===== config.mk =====
export PLATFORM = sky130hd
export DESIGN_NAME = sample_trigger_flat
export DESIGN_NICKNAME = d
export VERILOG_FILES = /design/src/rtl/oscilo_pkg.sv /design/src/rtl/sample_trigger_if.sv /design/src/rtl/trigger_compare.sv /design/src/rtl/sample_trigger.sv /design/src/flat_wrapper.sv
export SDC_FILE = /design/constraint.sdc
export NUM_CORES = 1
export LEC_CHECK = 0
export CORE_MARGIN = 2
export CORE_UTILIZATION = 57
export CTS_BUF_LIST = sky130_fd_sc_hd__clkbuf_2
export DETAILED_ROUTE_END_ITERATION = 12
export GPL_TIMING_DRIVEN = 0
export PLACE_DENSITY_LB_ADDON = 0.05
export SLEW_MARGIN = 5
export SYNTH_ARGS = -nofsm -noshare
export SYNTH_HDL_FRONTEND = slang
export SYNTH_HIERARCHICAL = 1
export SYNTH_SLANG_ARGS = --single-unit

===== constraint.sdc =====
create_clock -name clk_50mhz -period 3.6 [get_ports clk_50mhz]
set_clock_uncertainty 0.15 [all_clocks]
set_input_delay 0.72 -clock clk_50mhz [delete_from_list [all_inputs] [get_ports clk_50mhz]]
set_output_delay 0.72 -clock clk_50mhz [all_outputs]
set_load 0.005 [all_outputs]

===== src/rtl/oscilo_pkg.sv =====
`default_nettype none
// ============================================================================
// Package : oscilo_pkg
// Brief   : Shared capture-controller types and buffer geometry defaults.
// Rev     : 1.0
// ============================================================================
package oscilo_pkg;

    localparam int c_SAMPLE_DEPTH = 8;
    localparam int c_DATA_WIDTH   = 8;

    typedef enum logic [2:0] {
        ST_IDLE  = 3'd0,
        ST_PRE   = 3'd1,
        ST_ARMED = 3'd2,
        ST_POST  = 3'd3,
        ST_DONE  = 3'd4
    } state_t;

endpackage
`default_nettype wire


===== src/rtl/sample_trigger_if.sv =====
`default_nettype none
// ============================================================================
// Interface : sample_trigger_if
// Brief     : ADC sample strobe in, sample RAM write port out.
// Rev       : 1.0
// ============================================================================
interface sample_trigger_if
    import oscilo_pkg::*;
#(
    parameter int SAMPLE_DEPTH = c_SAMPLE_DEPTH,
    parameter int DATA_WIDTH   = c_DATA_WIDTH
);
    logic                    sample_valid;
    logic [DATA_WIDTH-1:0]   sample_data;
    logic                    wr_en;
    logic [SAMPLE_DEPTH-1:0] wr_addr;
    logic [DATA_WIDTH-1:0]   wr_data;

    modport master (
        input  sample_valid, sample_data,
        output wr_en, wr_addr, wr_data
    );

    modport slave (
        output sample_valid, sample_data,
        input  wr_en, wr_addr, wr_data
    );
endinterface
`default_nettype wire


===== src/rtl/trigger_compare.sv =====
`default_nettype none
// ============================================================================
// Module : trigger_compare
// Brief  : Level-crossing detector against the previously accepted sample.
// Rev    : 1.0
// ============================================================================
module trigger_compare
    import oscilo_pkg::*;
#(
    parameter int DATA_WIDTH = c_DATA_WIDTH
) (
    input  wire logic                  clk_50mhz,
    input  wire logic                  reset,
    input  wire logic                  i_clear,
    input  wire logic                  i_accept,
    input  wire logic [DATA_WIDTH-1:0] i_sample_data,
    input  wire logic [DATA_WIDTH-1:0] i_level,
    input  wire logic                  i_rising,
    output logic                       o_fire
);
    logic [DATA_WIDTH-1:0] r_prev;
    logic                  r_prev_valid;
    logic                  w_prev_below;
    logic                  w_cur_below;

    always_ff @(posedge clk_50mhz) begin
        if (!reset) begin
            r_prev       <= '0;
            r_prev_valid <= 1'b0;
        end else if (i_clear) begin
            r_prev       <= '0;
            r_prev_valid <= 1'b0;
        end else if (i_accept) begin
            r_prev       <= i_sample_data;
            r_prev_valid <= 1'b1;
        end
    end

    assign w_prev_below = (r_prev < i_level);
    assign w_cur_below  = (i_sample_data < i_level);
    assign o_fire = r_prev_valid &&
                    (i_rising ? (w_prev_below && !w_cur_below)
                              : (!w_prev_below && w_cur_below));
endmodule
`default_nettype wire


===== src/rtl/sample_trigger.sv =====
`default_nettype none
// ============================================================================
// Module : sample_trigger
// Brief  : Pre/post-trigger capture controller writing ADC samples to RAM.
// Rev    : 1.0
// ============================================================================
module sample_trigger
    import oscilo_pkg::*;
#(
    parameter int SAMPLE_DEPTH = c_SAMPLE_DEPTH,
    parameter int DATA_WIDTH   = c_DATA_WIDTH
) (
    input  wire logic                    clk_50mhz,
    input  wire logic                    reset,
    input  wire logic                    activate,
    output logic                         done,
    sample_trigger_if.master             bus,
    input  wire logic [DATA_WIDTH-1:0]   trigger_level,
    input  wire logic                    trigger_rising,
    input  wire logic                    force_trigger,
    input  wire logic [SAMPLE_DEPTH-1:0] post_count,
    output logic [SAMPLE_DEPTH-1:0]      offset,
    output logic                         triggered
);
    localparam logic [SAMPLE_DEPTH-1:0] c_PTR_MAX = '1;

    state_t                  r_state;
    logic [SAMPLE_DEPTH-1:0] r_ptr;
    logic [SAMPLE_DEPTH-1:0] r_pre_cnt;
    logic [SAMPLE_DEPTH-1:0] r_post_cnt;
    logic [SAMPLE_DEPTH-1:0] r_target;
    logic [SAMPLE_DEPTH-1:0] r_cfg_post;
    logic [DATA_WIDTH-1:0]   r_cfg_level;
    logic                    r_cfg_rising;
    logic                    r_done;
    logic                    r_wr_en;
    logic [SAMPLE_DEPTH-1:0] r_wr_addr;
    logic [DATA_WIDTH-1:0]   r_wr_data;
    logic [SAMPLE_DEPTH-1:0] r_offset;
    logic                    r_triggered;

    logic                    w_capturing;
    logic                    w_post_full;
    logic                    w_write;
    logic                    w_clear;
    logic                    w_fire;
    logic [SAMPLE_DEPTH-1:0] w_pre_next;

    assign w_capturing = (r_state == ST_PRE) || (r_state == ST_ARMED) || (r_state == ST_POST);
    assign w_post_full = (r_state == ST_POST) && (r_post_cnt == r_cfg_post);
    assign w_write     = w_capturing && activate && !w_post_full && bus.sample_valid;
    assign w_clear     = (r_state == ST_IDLE) && activate;
    assign w_pre_next  = r_pre_cnt + 1'b1;

    trigger_compare #(
        .DATA_WIDTH (DATA_WIDTH)
    ) u_compare (
        .clk_50mhz     (clk_50mhz),
        .reset         (reset),
        .i_clear       (w_clear),
        .i_accept      (w_write),
        .i_sample_data (bus.sample_data),
        .i_level       (r_cfg_level),
        .i_rising      (r_cfg_rising),
        .o_fire        (w_fire)
    );

    always_ff @(posedge clk_50mhz) begin
        if (!reset) begin
            r_state      <= ST_IDLE;
            r_ptr        <= '0;
            r_pre_cnt    <= '0;
            r_post_cnt   <= '0;
            r_target     <= '0;
            r_cfg_post   <= '0;
            r_cfg_level  <= '0;
            r_cfg_rising <= 1'b0;
            r_done       <= 1'b0;
            r_wr_en      <= 1'b0;
            r_wr_addr    <= '0;
            r_wr_data    <= '0;
            r_offset     <= '0;
            r_triggered  <= 1'b0;
        end else begin
            r_wr_en <= 1'b0;
            case (r_state)
                ST_IDLE: begin
                    r_done <= 1'b0;
                    if (activate) begin
                        r_ptr        <= '0;
                        r_pre_cnt    <= '0;
                        r_post_cnt   <= '0;
                        r_triggered  <= 1'b0;
                        r_cfg_level  <= trigger_level;
                        r_cfg_rising <= trigger_rising;
                        r_cfg_post   <= post_count;
                        r_target     <= c_PTR_MAX - post_count;
                        r_state      <= ST_PRE;
                    end
                end
                ST_PRE, ST_ARMED, ST_POST: begin
                    if (!activate) begin
                        r_done  <= 1'b0;
                        r_state <= ST_IDLE;
                    end else if (w_post_full) begin
                        r_done  <= 1'b1;
                        r_state <= ST_DONE;
                    end else if (bus.sample_valid) begin
                        r_wr_en   <= 1'b1;
                        r_wr_addr <= r_ptr;
                        r_wr_data <= bus.sample_data;
                        r_ptr     <= r_ptr + 1'b1;
                        if (r_state == ST_PRE) begin
                            // Target 0 means post_count fills the buffer: arm on the first sample.
                            r_pre_cnt <= w_pre_next;
                            if ((w_pre_next == r_target) || (r_target == '0)) begin
                                r_state <= ST_ARMED;
                            end
                        end else if (r_state == ST_ARMED) begin
                            if (w_fire || force_trigger) begin
                                r_offset    <= r_ptr;
                                r_triggered <= 1'b1;
                                r_state     <= ST_POST;
                            end
                        end else begin
                            r_post_cnt <= r_post_cnt + 1'b1;
                        end
                    end
                end
                ST_DONE: begin
                    if (!activate) begin
                        r_done  <= 1'b0;
                        r_state <= ST_IDLE;
                    end
                end
                default: r_state <= ST_IDLE;
            endcase
        end
    end

    assign done        = r_done;
    assign offset      = r_offset;
    assign triggered   = r_triggered;
    assign bus.wr_en   = r_wr_en;
    assign bus.wr_addr = r_wr_addr;
    assign bus.wr_data = r_wr_data;
endmodule
`default_nettype wire


===== src/flat_wrapper.sv =====
// flat-port wrapper written by rule: the top's interface ports become plain ports
module sample_trigger_flat import oscilo_pkg::*;
#(
    parameter int SAMPLE_DEPTH = c_SAMPLE_DEPTH,
    parameter int DATA_WIDTH   = c_DATA_WIDTH
)
  (clk_50mhz, reset, activate, done, trigger_level, trigger_rising, force_trigger, post_count, offset, triggered, bus_sample_valid, bus_sample_data, bus_wr_en, bus_wr_addr, bus_wr_data);
  sample_trigger_if #(.SAMPLE_DEPTH(SAMPLE_DEPTH), .DATA_WIDTH(DATA_WIDTH)) bus_i ();
  input  wire logic clk_50mhz;
  input  wire logic reset;
  input  wire logic activate;
  output logic done;
  input  wire logic [DATA_WIDTH-1:0] trigger_level;
  input  wire logic trigger_rising;
  input  wire logic force_trigger;
  input  wire logic [SAMPLE_DEPTH-1:0] post_count;
  output logic [SAMPLE_DEPTH-1:0] offset;
  output logic triggered;
  input wire logic [$bits(bus_i.sample_valid)-1:0] bus_sample_valid;
  input wire logic [$bits(bus_i.sample_data)-1:0] bus_sample_data;
  output wire logic [$bits(bus_i.wr_en)-1:0] bus_wr_en;
  output wire logic [$bits(bus_i.wr_addr)-1:0] bus_wr_addr;
  output wire logic [$bits(bus_i.wr_data)-1:0] bus_wr_data;
  assign bus_i.sample_valid = bus_sample_valid;
  assign bus_i.sample_data = bus_sample_data;
  assign bus_wr_en = bus_i.wr_en;
  assign bus_wr_addr = bus_i.wr_addr;
  assign bus_wr_data = bus_i.wr_data;
  sample_trigger #(.SAMPLE_DEPTH(SAMPLE_DEPTH), .DATA_WIDTH(DATA_WIDTH)) u_core (.clk_50mhz(clk_50mhz), .reset(reset), .activate(activate), .done(done), .bus(bus_i), .trigger_level(trigger_level), .trigger_rising(trigger_rising), .force_trigger(force_trigger), .post_count(post_count), .offset(offset), .triggered(triggered));
endmodule

# After elaboration in Yosys (flattened, before gate mapping)
# Cells that the tools add are included.
[totals]
ff_bits = 88
input_bits = 30
[op_classes]
muxes = 40
addsub = 4
order_cmp = 2
n_eq_ne = 21
reduce_logical = 31
bitwise = 5
[ops]
columns = ["operator", "n"]
rows = [
  ["two-way mux 8 bit", 13],
  ["one-hot mux 8 bit (2 select lines)", 3],
  ["two-way mux 3 bit", 9],
  ["adder 8 x 1 -> 8 bit (second input constant)", 3],
  ["equality test 8 bit", 2],
  ["< comparator 8 bit", 2],
  ["inequality test 2 bit (second input constant)", 7],
  ["AND reduction 7 bit", 2],
  ["two-way mux 1 bit", 12],
  ["AND reduction 6 bit", 2],
  ["inequality test 5 x 2 -> 1 bit (second input constant)", 2],
  ["one-hot mux 3 bit (3 select lines)", 1],
  ["logical AND 1 bit", 8],
  ["zero test 8 bit", 1],
  ["AND reduction 8 bit", 1],
  ["subtractor 8 bit (first input constant)", 1],
  ["equality test 3 x 2 -> 1 bit (second input constant)", 2],
  ["inequality test 2 x 1 -> 1 bit (second input constant)", 3],
  ["inequality test 5 x 4 -> 1 bit (second input constant)", 1],
  ["inverter 1 bit", 5],
  ["AND reduction 5 bit", 1],
  ["logical OR 1 bit", 4],
  ["inequality test 4 x 3 -> 1 bit (second input constant)", 1],
  ["AND reduction 4 bit", 1],
  ["14 further kinds", 16],
]

# Longest topological paths before layout
# Gate-level depths: netlist of run 1.
[logic_depth]
ltp_word = 13
mapped_depth = 13

# Modules after synthesis
# The synthesis of run 1 kept the hierarchy.
[by_module_without_submodules]
columns = ["module", "area_per_inst_um2", "seq_area_each_um2", "cells_each", "instances"]
rows = [
  ["sample_trigger", 3478.3, 1581.5, 405, 1],
  ["trigger_compare", 653.1, 180.2, 71, 1],
]

# Least setup slack after synthesis of run 1
# OpenSTA, ideal clock, no wires.
[synth_timing]
kind = "input port to flip-flop"
from = "in bus_sample_data[5]"
to = "reg u_core.r_offset[0], in the netlist u_core/offset[0]"
slack_ns = 0.458
arrival_time_ns = 2.864
path_stages = 10
setup_time_ns = 0.128
cell_sequence = "ha_1 a21o_1 a21o_1 a21o_1 o41ai_1 o21ai_0 or4_1 clkbuf_1 mux2i_1 nor2_1"
[synth_via]
elab_chain_cells = 7
word_cells_on_any_way = 8
cone_classes = "order compare: 1; mux: 1; reduce/logical: 6"
[synth_lines]
columns = ["element", "line", "rtl"]
rows = [
  ["start, declared", "flat_wrapper.sv:20", "input wire logic [$bits(bus_i.sample_data)-1:0] bus_sample_data;"],
  ["< comparator 8 bit (*)", "trigger_compare.sv:40", "assign w_cur_below = (i_sample_data < i_level);"],
  ["zero test 1 bit", "trigger_compare.sv:42", "(i_rising ? (w_prev_below && !w_cur_below)"],
  ["logical AND 1 bit", "trigger_compare.sv:42", ""],
  ["two-way mux 1 bit (*)", "trigger_compare.sv:42", ""],
  ["logical AND 1 bit (*)", "trigger_compare.sv:41", "assign o_fire = r_prev_valid &&"],
  ["via u_core.w_fire", "sample_trigger.sv:46", "logic w_fire;"],
  ["logical OR 1 bit (*)", "sample_trigger.sv:120", "if (w_fire || force_trigger) begin"],
  ["AND reduction 7 bit (no source line) (*)", "n/a", ""],
  ["end signal, assigned", "sample_trigger.sv:121", "r_offset <= r_ptr;"],
  ["end, declared", "sample_trigger.sv:39", "logic [SAMPLE_DEPTH-1:0] r_offset;"],
]
# Mark *: on every way through the listed nets, which the timed path passes. The rest lies on a longest branch.
# A chain may end at the register's enable or synchronous reset.

# Worst setup path in the final report of run 1
[layout_timing]
from = "in bus_sample_data[5]"
to = "reg u_core.r_offset[2], in the netlist u_core/offset[2]"
# Same word-level chain as after synthesis.

==> results.txt, run 1 <==
post-synthesis mux area share - 7.995%
layout cell share with drive strength beyond 1 - 6.581%
Placed Instances - 630
leakage power - 2.021 nW
Min Hold Slack - 0.3273 ns
max_slew headroom - 42.35%
Multi-input gate area - 0.002185 mm^2
Reg area - 0.001762 mm^2
Critical Path Source Type - input port
post-synth cell types - 49
post-synthesis adder-cell area fraction - 5.391%
WL final - 9.425 mm
Post-Synthesis Cells - 476
Nets - 589
Critical Path RT - 3.95 ns
Slew Viols, Final - 0
Synth area leaders - dfxtp_1 (43%), mux2i_1 (8.0%), a21oi_1 (5.6%)
DR vias - 3561
Max Cap Viol - 0
CP Max Fanout - 8
die area - 0.007945 mm^2
antenna viol nets, final - 0
Final Hold Fails - 0
area share of the largest cell type after synthesis - 42.64%
largest net degree at the start of global routing - 17
EDFF count, synth - 0
initial antenna violation count - 0
DR WL/cell - 14.59 um
post-synthesis sequential area ratio - 42.64%
fillcell total - 623
drc violations - 0
hold_sp - u_core/r_cfg_level[2]$_SDFFE_PN0P_
PnR worst setup slack - 0.3235 ns
status - complete, no violations
Hold WC Path Type - reg2reg
leading area contributor after synthesis - dfxtp_1
Chip Height - 89.14 um
CP endpoint kind - flop
YS warnings - 6
arrival time worst endpoint - 3.62 ns
RR Endpoint - u_core/offset[2]$_SDFFE_PN0P_
Reg2Reg Setup Slack - 0.35 ns
power per standard cell area - 380.6 mW/mm^2
Core ar. - 0.007137 mm^2
Worst VDD drop - 211.2 uV
period utilization - 91.01%
Starting Density - 57.89%
clk sinks - 88
DRT iter0 DRCs - 126
Tot Pwr - 1.878 mW
GPL Wtd Cong - 0.8692
input/output buffers - 55
hold path depth - 2
Clock Pin Slew Worst Setup and Hold Paths - 0.25 ns
die width - 89.14 um
CTS tree - built
final setup vio count - 0
Register-to-Register Path Depth - 12
Max clock buf depth - 2
worst r2r src - u_core/r_cfg_level[3]$_SDFFE_PN0P_
first-pass GRT wire length - 15.48 mm
I/O Pins - 57
most common flop cell mapped by yosys - dfxtp_1
grt ovf - 0
Compound-Gate Fraction of Synth Area - 12.66%
FMAX - 0.3052 GHz
critical path class - in2reg
root buffer cell - clkbuf_2
H-tree depth - 3
Slew @ Worst Pin - 0.8616 ns
Avg Cell Area, Syn - 8.680 um^2
Cell Area, Synth - 0.004131 mm^2
xor-xnor portion of the synthesized cell area - 5.724%
main combinational cell family by area after synthesis - simple AND/OR/NAND/NOR gates
vias per cell - 5.512
final cell count without fillers - 646
Setup WS pre-CTS - -0.3938 ns
row cnt - 31
Yosys reg bits - 88
HPWL after DPL - 7.019 mm
RSZ-0062 raised after global routing - false
Synth Area in Simple Gates - 20.93%
GRT Total Usage - 25.22%
post-synth net total - 523
final core utilization - 69.14%
# diodes - 0
Period minus WS final - 3.277 ns
post-synthesis async set-or-reset flop share - 0%
Layout area overhead - 19.44%
CTS buffer count - 9
vias in the first global route - 3377
TritonRoute pass-1 iters - 4
WHS Endpoint - u_core/r_cfg_level[2]$_SDFFE_PN0P_
hold_buf cts - 0
clock latency on the worst-skew pair - 0.58 ns
cell families after synthesis:
logic type	Yosys count
AND/OR/NAND/NOR	182
adder cells (fa/ha/maj)	18
multiplexers	33
XOR/XNOR	27
AO/OA/AOI/OAI	86
flip-flops	88
buffers and inverters	42
flip-flops by register name (all words and copies together) (netlist names):
signal and cells:
u_core/r_state 3, u_core/r_ptr 8, u_core/u_compare/r_prev_valid 1, u_core/u_compare/r_prev 8, u_core/r_cfg_level 8, u_core/r_target 8, u_core/triggered 1, u_core/r_pre_cnt 8
u_core/bus.wr_en 1, u_core/bus.wr_data 8, u_core/offset 8, u_core/r_cfg_rising 1, u_core/r_cfg_post 8, u_core/bus.wr_addr 8, u_core/r_post_cnt 8, u_core/done 1
critical path: stages:
cell and delay [ns]:
clkdlybuf4s50_1 0.46, ha_1 0.33, a21o_1 0.16, a21o_1 0.17, a21o_1 0.19, o41ai_2 0.40
o21ai_0 0.15, or4_1 0.42, clkbuf_1 0.33, mux2i_1 0.26, nor2_1 0.05
final cells by class:
| type | instances | share of cell area, % |
|---|---|---|
| multi-input cells | 346 | 44.27 |
| flip-flops and latches | 88 | 35.70 |
| repair buffers | 55 | 11.16 |
| plain buffers | 27 | 2.764 |
| well taps | 99 | 2.510 |
| clock inverters | 7 | 1.547 |
| inverters | 15 | 1.141 |
| clock buffers | 9 | 0.9128 |
report_power, final:
part	switching [mW]	internal, mW	total, mW
Sequential	0.0277	1.01	1.04
Combinational	0.181	0.133	0.314
Clock	0.357	0.167	0.524
cell usage after synthesis, drive strengths merged (5+ instances only):
cell type,count
or4,9
mux2i,33
nand3,9
a21oi,46
o21ai,16
clkbuf,14
inv,13
ha,17
and2,5
buf,13
nand2,56
nor2,61
xor2,18
nand4,12
dfxtp,88
xnor2,9
layout by cell type (no fill, tap or decap), drive strengths merged, types with 2 or more instances in the layout:
cell type / Yosys / routed
nand3: 9 / 9
clkdlybuf4s50: 0 / 55
a21oi: 46 / 46
clkbuf: 14 / 23
and2: 5 / 5
nand3b: 2 / 2
nand2: 56 / 56
xor2: 18 / 18
o31ai: 4 / 4
nor2: 61 / 61
or2: 4 / 4
xnor2: 9 / 9
nor3: 4 / 4
o211ai: 4 / 4
o21ai: 16 / 16
and3: 4 / 4
dfxtp: 88 / 88
inv: 13 / 16
mux2i: 33 / 33
a21o: 4 / 4
nor4: 3 / 3
clkinv: 2 / 4
buf: 13 / 13
or4: 9 / 9
nand2b: 4 / 4
nand4: 12 / 12
ha: 17 / 17
o2111ai: 2 / 2
or3: 4 / 4
a221oi: 2 / 2
metrics by stage:
step	area [um^2]	TNS (ns)
final	4935	0
after global routing	4935	0
after CTS	4927	0
after detailed placement	4806	-2.989
after global placement	4806	-3.322
after floorplan	4131	0
timing repair:
| item | 4_1_cts | 5_1_grt |
|---|---|---|
| setup endpoints to repair | 0 | 2 |
| buffers inserted | 0 | 0 |
| resized for setup | 0 | 1 |
worst max path at each step:
stage                                         end                               start  slack, ns
global route        u_core/offset[5]$_SDFFE_PN0P_  u_core/r_cfg_level[3]$_SDFFE_PN0P_       0.11
detailed placement  u_core/offset[2]$_SDFFE_PN0P_                  bus_sample_data[5]      -0.39
global placement    u_core/offset[1]$_SDFFE_PN0P_                  bus_sample_data[5]      -0.42
finish              u_core/offset[2]$_SDFFE_PN0P_                  bus_sample_data[5]       0.32
floorplan           u_core/offset[0]$_SDFFE_PN0P_                  bus_sample_data[5]       0.46
CTS                 u_core/offset[2]$_SDFFE_PN0P_                  bus_sample_data[5]       0.25
routing by layer:
| layer | GRT usage [%] | vias up | wire, um |
|---|---|---|---|
| met5 | 0 | - | 0 |
| met4 | 12.35 | 0 | 157 |
| met3 | 4.709 | 20 | 457 |
| met2 | 42.56 | 88 | 4495 |
| met1 | 30.91 | 1661 | 4314 |
| li1 | - | 1792 | - |
No activity file was read; power rests on OpenSTA's default activity.
==> inputs of run 2 (changes only) <==
- CAP_MARGIN: not set -> 40
==> results of run 2 <==
No change in the layout: final DEF, timing and power equal those of run 1.
==> inputs of run 3 (changes only) <==
- CTS_BUF_LIST: sky130_fd_sc_hd__clkbuf_2 -> sky130_fd_sc_hd__clkbuf_4 sky130_fd_sc_hd__clkbuf_8
- REMOVE_ABC_BUFFERS: not set -> 1
- clock period: 3.6 -> 3.3 ns (I/O delays scaled with it)
==> run 3 against run 2 <==
Net effect:
- power increased by 18%
- critical path type unchanged
- cell area increased by 1.7%
- critical endpoint unchanged
- highest routed layer unchanged
- sequential power increased by 9%
- non-clock buffer count decreased by 19
==> results.txt, run 3 (same netlist as run 1, synthesis figures left out) <==
status - complete, no violations
power per standard cell area - 443.2 mW/mm^2 (+16%)
clock latency on the worst-skew pair - 0.35 ns (-0.23 ns)
Chip Height - 89.14 um (unchanged)
arrival time worst endpoint - 3.24 ns (-0.38 ns)
Nets - 570 (-3.2%)
Final Hold Fails - 0 (unchanged)
Logic pwr share - 15.4% (-1.3 points)
GRT Total Usage - 23.04% (-2.2 points)
DR vias - 3420 (-4.0%)
Critical Path Source Type - input port
# diodes - 0 (unchanged)
Clock Pin Slew Worst Setup and Hold Paths - 0.09 ns (-0.16 ns)
CP Max Fanout - 8 (unchanged)
Multi-input gate area - 0.002231 mm^2 (+2.1%)
Clock power frac - 33.7% (+5.8 points)
DR WL/cell - 13.94 um (-4.5%)
Slew @ Worst Pin - 0.8195 ns (-0.04211 ns)
cell area after layout - 0.005017 mm^2 (+1.7%)
Core ar. - 0.007137 mm^2 (unchanged)
Reg area - 0.001762 mm^2 (unchanged)
Max clock buf depth - 2 (unchanged)
WL final - 8.740 mm (-7.3%)
period utilization - 95.30%
Layout area overhead - 21.44%
Tot Pwr - 2.224 mW (+18%)
fillcell total - 599 (-3.9%)
Slew Viols, Final - 0 (unchanged)
CTS buffer count - 9 (unchanged)
vias per cell - 5.455 (-1.0%)
I/O Pins - 57 (unchanged)
Sequential Power Share - 50.9% (-4.5 points)
CP max-delay cell - or4_4
Crit path largest cell delay - 0.61 ns (+0.15 ns)
input/output buffers - 56 (+1.8%)
max_slew headroom - 45.17% (+2.8 points)
hold_buf cts - 0 (unchanged)
antenna viol nets, final - 0 (unchanged)
clk sinks - 88 (unchanged)
HPWL after DPL - 6.103 mm (-13%)
worst r2r src - u_core/r_cfg_level[3]$_SDFFE_PN0P_
Period minus WS final - 3.145 ns
CP Cell Sequence - clkdlybuf4s50_1, ha_1, nor3_1, a221oi_4, o41ai_4, o21ai_2, or4_4, mux2i_2, nor2_1
Max Cap Viol - 0 (unchanged)
Hold WC Path Type - reg2reg
Worst VDD drop - 288.5 uV (+37%)
hold_sp - u_core/r_cfg_level[5]$_SDFFE_PN0P_
Sw Pwr - 0.6197 mW (+9.5%)
die area - 0.007945 mm^2 (unchanged)
grt ovf - 0 (unchanged)
initial antenna violation count - 0 (unchanged)
Net Sw Frac - 27.87% (-2.3 points)
Critical Path RT - 3.39 ns (-0.56 ns)
highest-count cells in the layout ignoring fill and taps - dfxtp_1 (88), nor2_1 (61), clkdlybuf4s50_1 (56), nand2_1 (56), a21oi_1 (46)
Reg2Reg Setup Slack - 0.29 ns (-0.06 ns)
root buffer cell - clkbuf_8
vias in the first global route - 3104 (-8.1%)
GPL Wtd Cong - 0.8795 (+1.2%)
dpl cell area - 0.004723 mm^2 (-1.7%)
TritonRoute pass-1 iters - 4 (unchanged)
drc violations - 0 (unchanged)
Starting Density - 57.89% (unchanged)
final core utilization - 70.30% (+1.2 points)
final setup vio count - 0 (unchanged)
layout cell share with drive strength beyond 1 - 7.386% (+0.81 points)
DRT iter0 DRCs - 191 (+52%)
Int Pwr - 1.604 mW (+22%)
FMAX - 0.3180 GHz
H-tree depth - 3 (unchanged)
commonest non-fill, non-tap cell in the layout - dfxtp_1
largest net degree at the start of global routing - 62 (+45)
leakage power - 2.035 nW (+0.71%)
die width - 89.14 um (unchanged)
Critical Path Source - bus_sample_data[2]
CTS tree - built
critical path class - in2reg
row cnt - 31 (unchanged)
CP endpoint kind - flop
first-pass GRT wire length - 14.35 mm (-7.3%)
## run 3: changes by cell type in the layout (fill, tap and decap cells not counted), sizes merged
cell,delta
clkdlybuf4s50,+1
buf,-6
clkbuf,-14
## run 3: metrics by stage
| step | worst slack, ns | instances | hold WS [ns] | setup TNS, ns |
|---|---|---|---|---|
| CTS | 0.02808 | 622 | 0.3094 | 0 |
| floorplan | 0.2044 | 449 | 0.2863 | 0 |
| finish | 0.1550 | 627 | 0.3158 | 0 |
| global placement | -0.9031 | 604 | 0.2851 | -31.87 |
| detailed placement | -0.6614 | 606 | 0.2987 | -8.225 |
| global route | -0.02955 | 627 | 0.3317 | -0.02955 |
## run 3: final timing paths
| check | end | cells past startpoint |
|---|---|---|
| max | u_core/offset[2]$_SDFFE_PN0P_ | 9 |
| min | u_core/r_cfg_level[5]$_SDFFE_PN0P_ | 2 |
| max reg2reg | u_core/offset[2]$_SDFFE_PN0P_ | 11 |
| min reg2reg | u_core/r_cfg_level[5]$_SDFFE_PN0P_ | 2 |
## run 3: critical path, delay by kind of cell
family,cells,cell delay [ns]
adders and majority gates,1,0.24
AOI/OAI and AO/OA,3,0.64
buffers and inverters,1,0.46
and+or+nand+nor,3,1.01
muxes,1,0.22
## run 3: layer usage
metal	part of all wire, %	vias to the layer above	routed length (um)	global-route usage [%]
li1	-	1752	-	-
met1	46	1577	4060	30.29
met2	48	78	4211	38.38
met3	3.6	13	313	2.955
met4	1.8	0	154	9.362
met5	0	-	0	0
## run 3: repair_timing
item	4_1_cts	5_1_grt
gates resized for setup	2	9
hold endpoints to repair	0	0
setup buffers	0	5
pin swaps	0	5
endpoints found under the setup margin	8	20
## run 3: cell type report
class | count | area share (%)
Tap cell | 99 | 2.469
Multi-Input combinational cell | 346 | 44.46
Sequential cell | 88 | 35.11
Clock buffer | 9 | 2.469
Inverter | 15 | 1.222
Clock inverter | 7 | 1.496
Timing Repair Buffer | 63 | 12.77
## run 3: power by group through the flow
stage               registers (mW)  logic, mW  clock network, mW
floorplan                     1.15      0.204                  0
global placement              1.16      0.308                  0
detailed placement            1.16      0.319                  0
CTS                           1.13      0.322              0.766
global route                  1.14      0.380              0.817
finish                        1.13      0.341              0.750
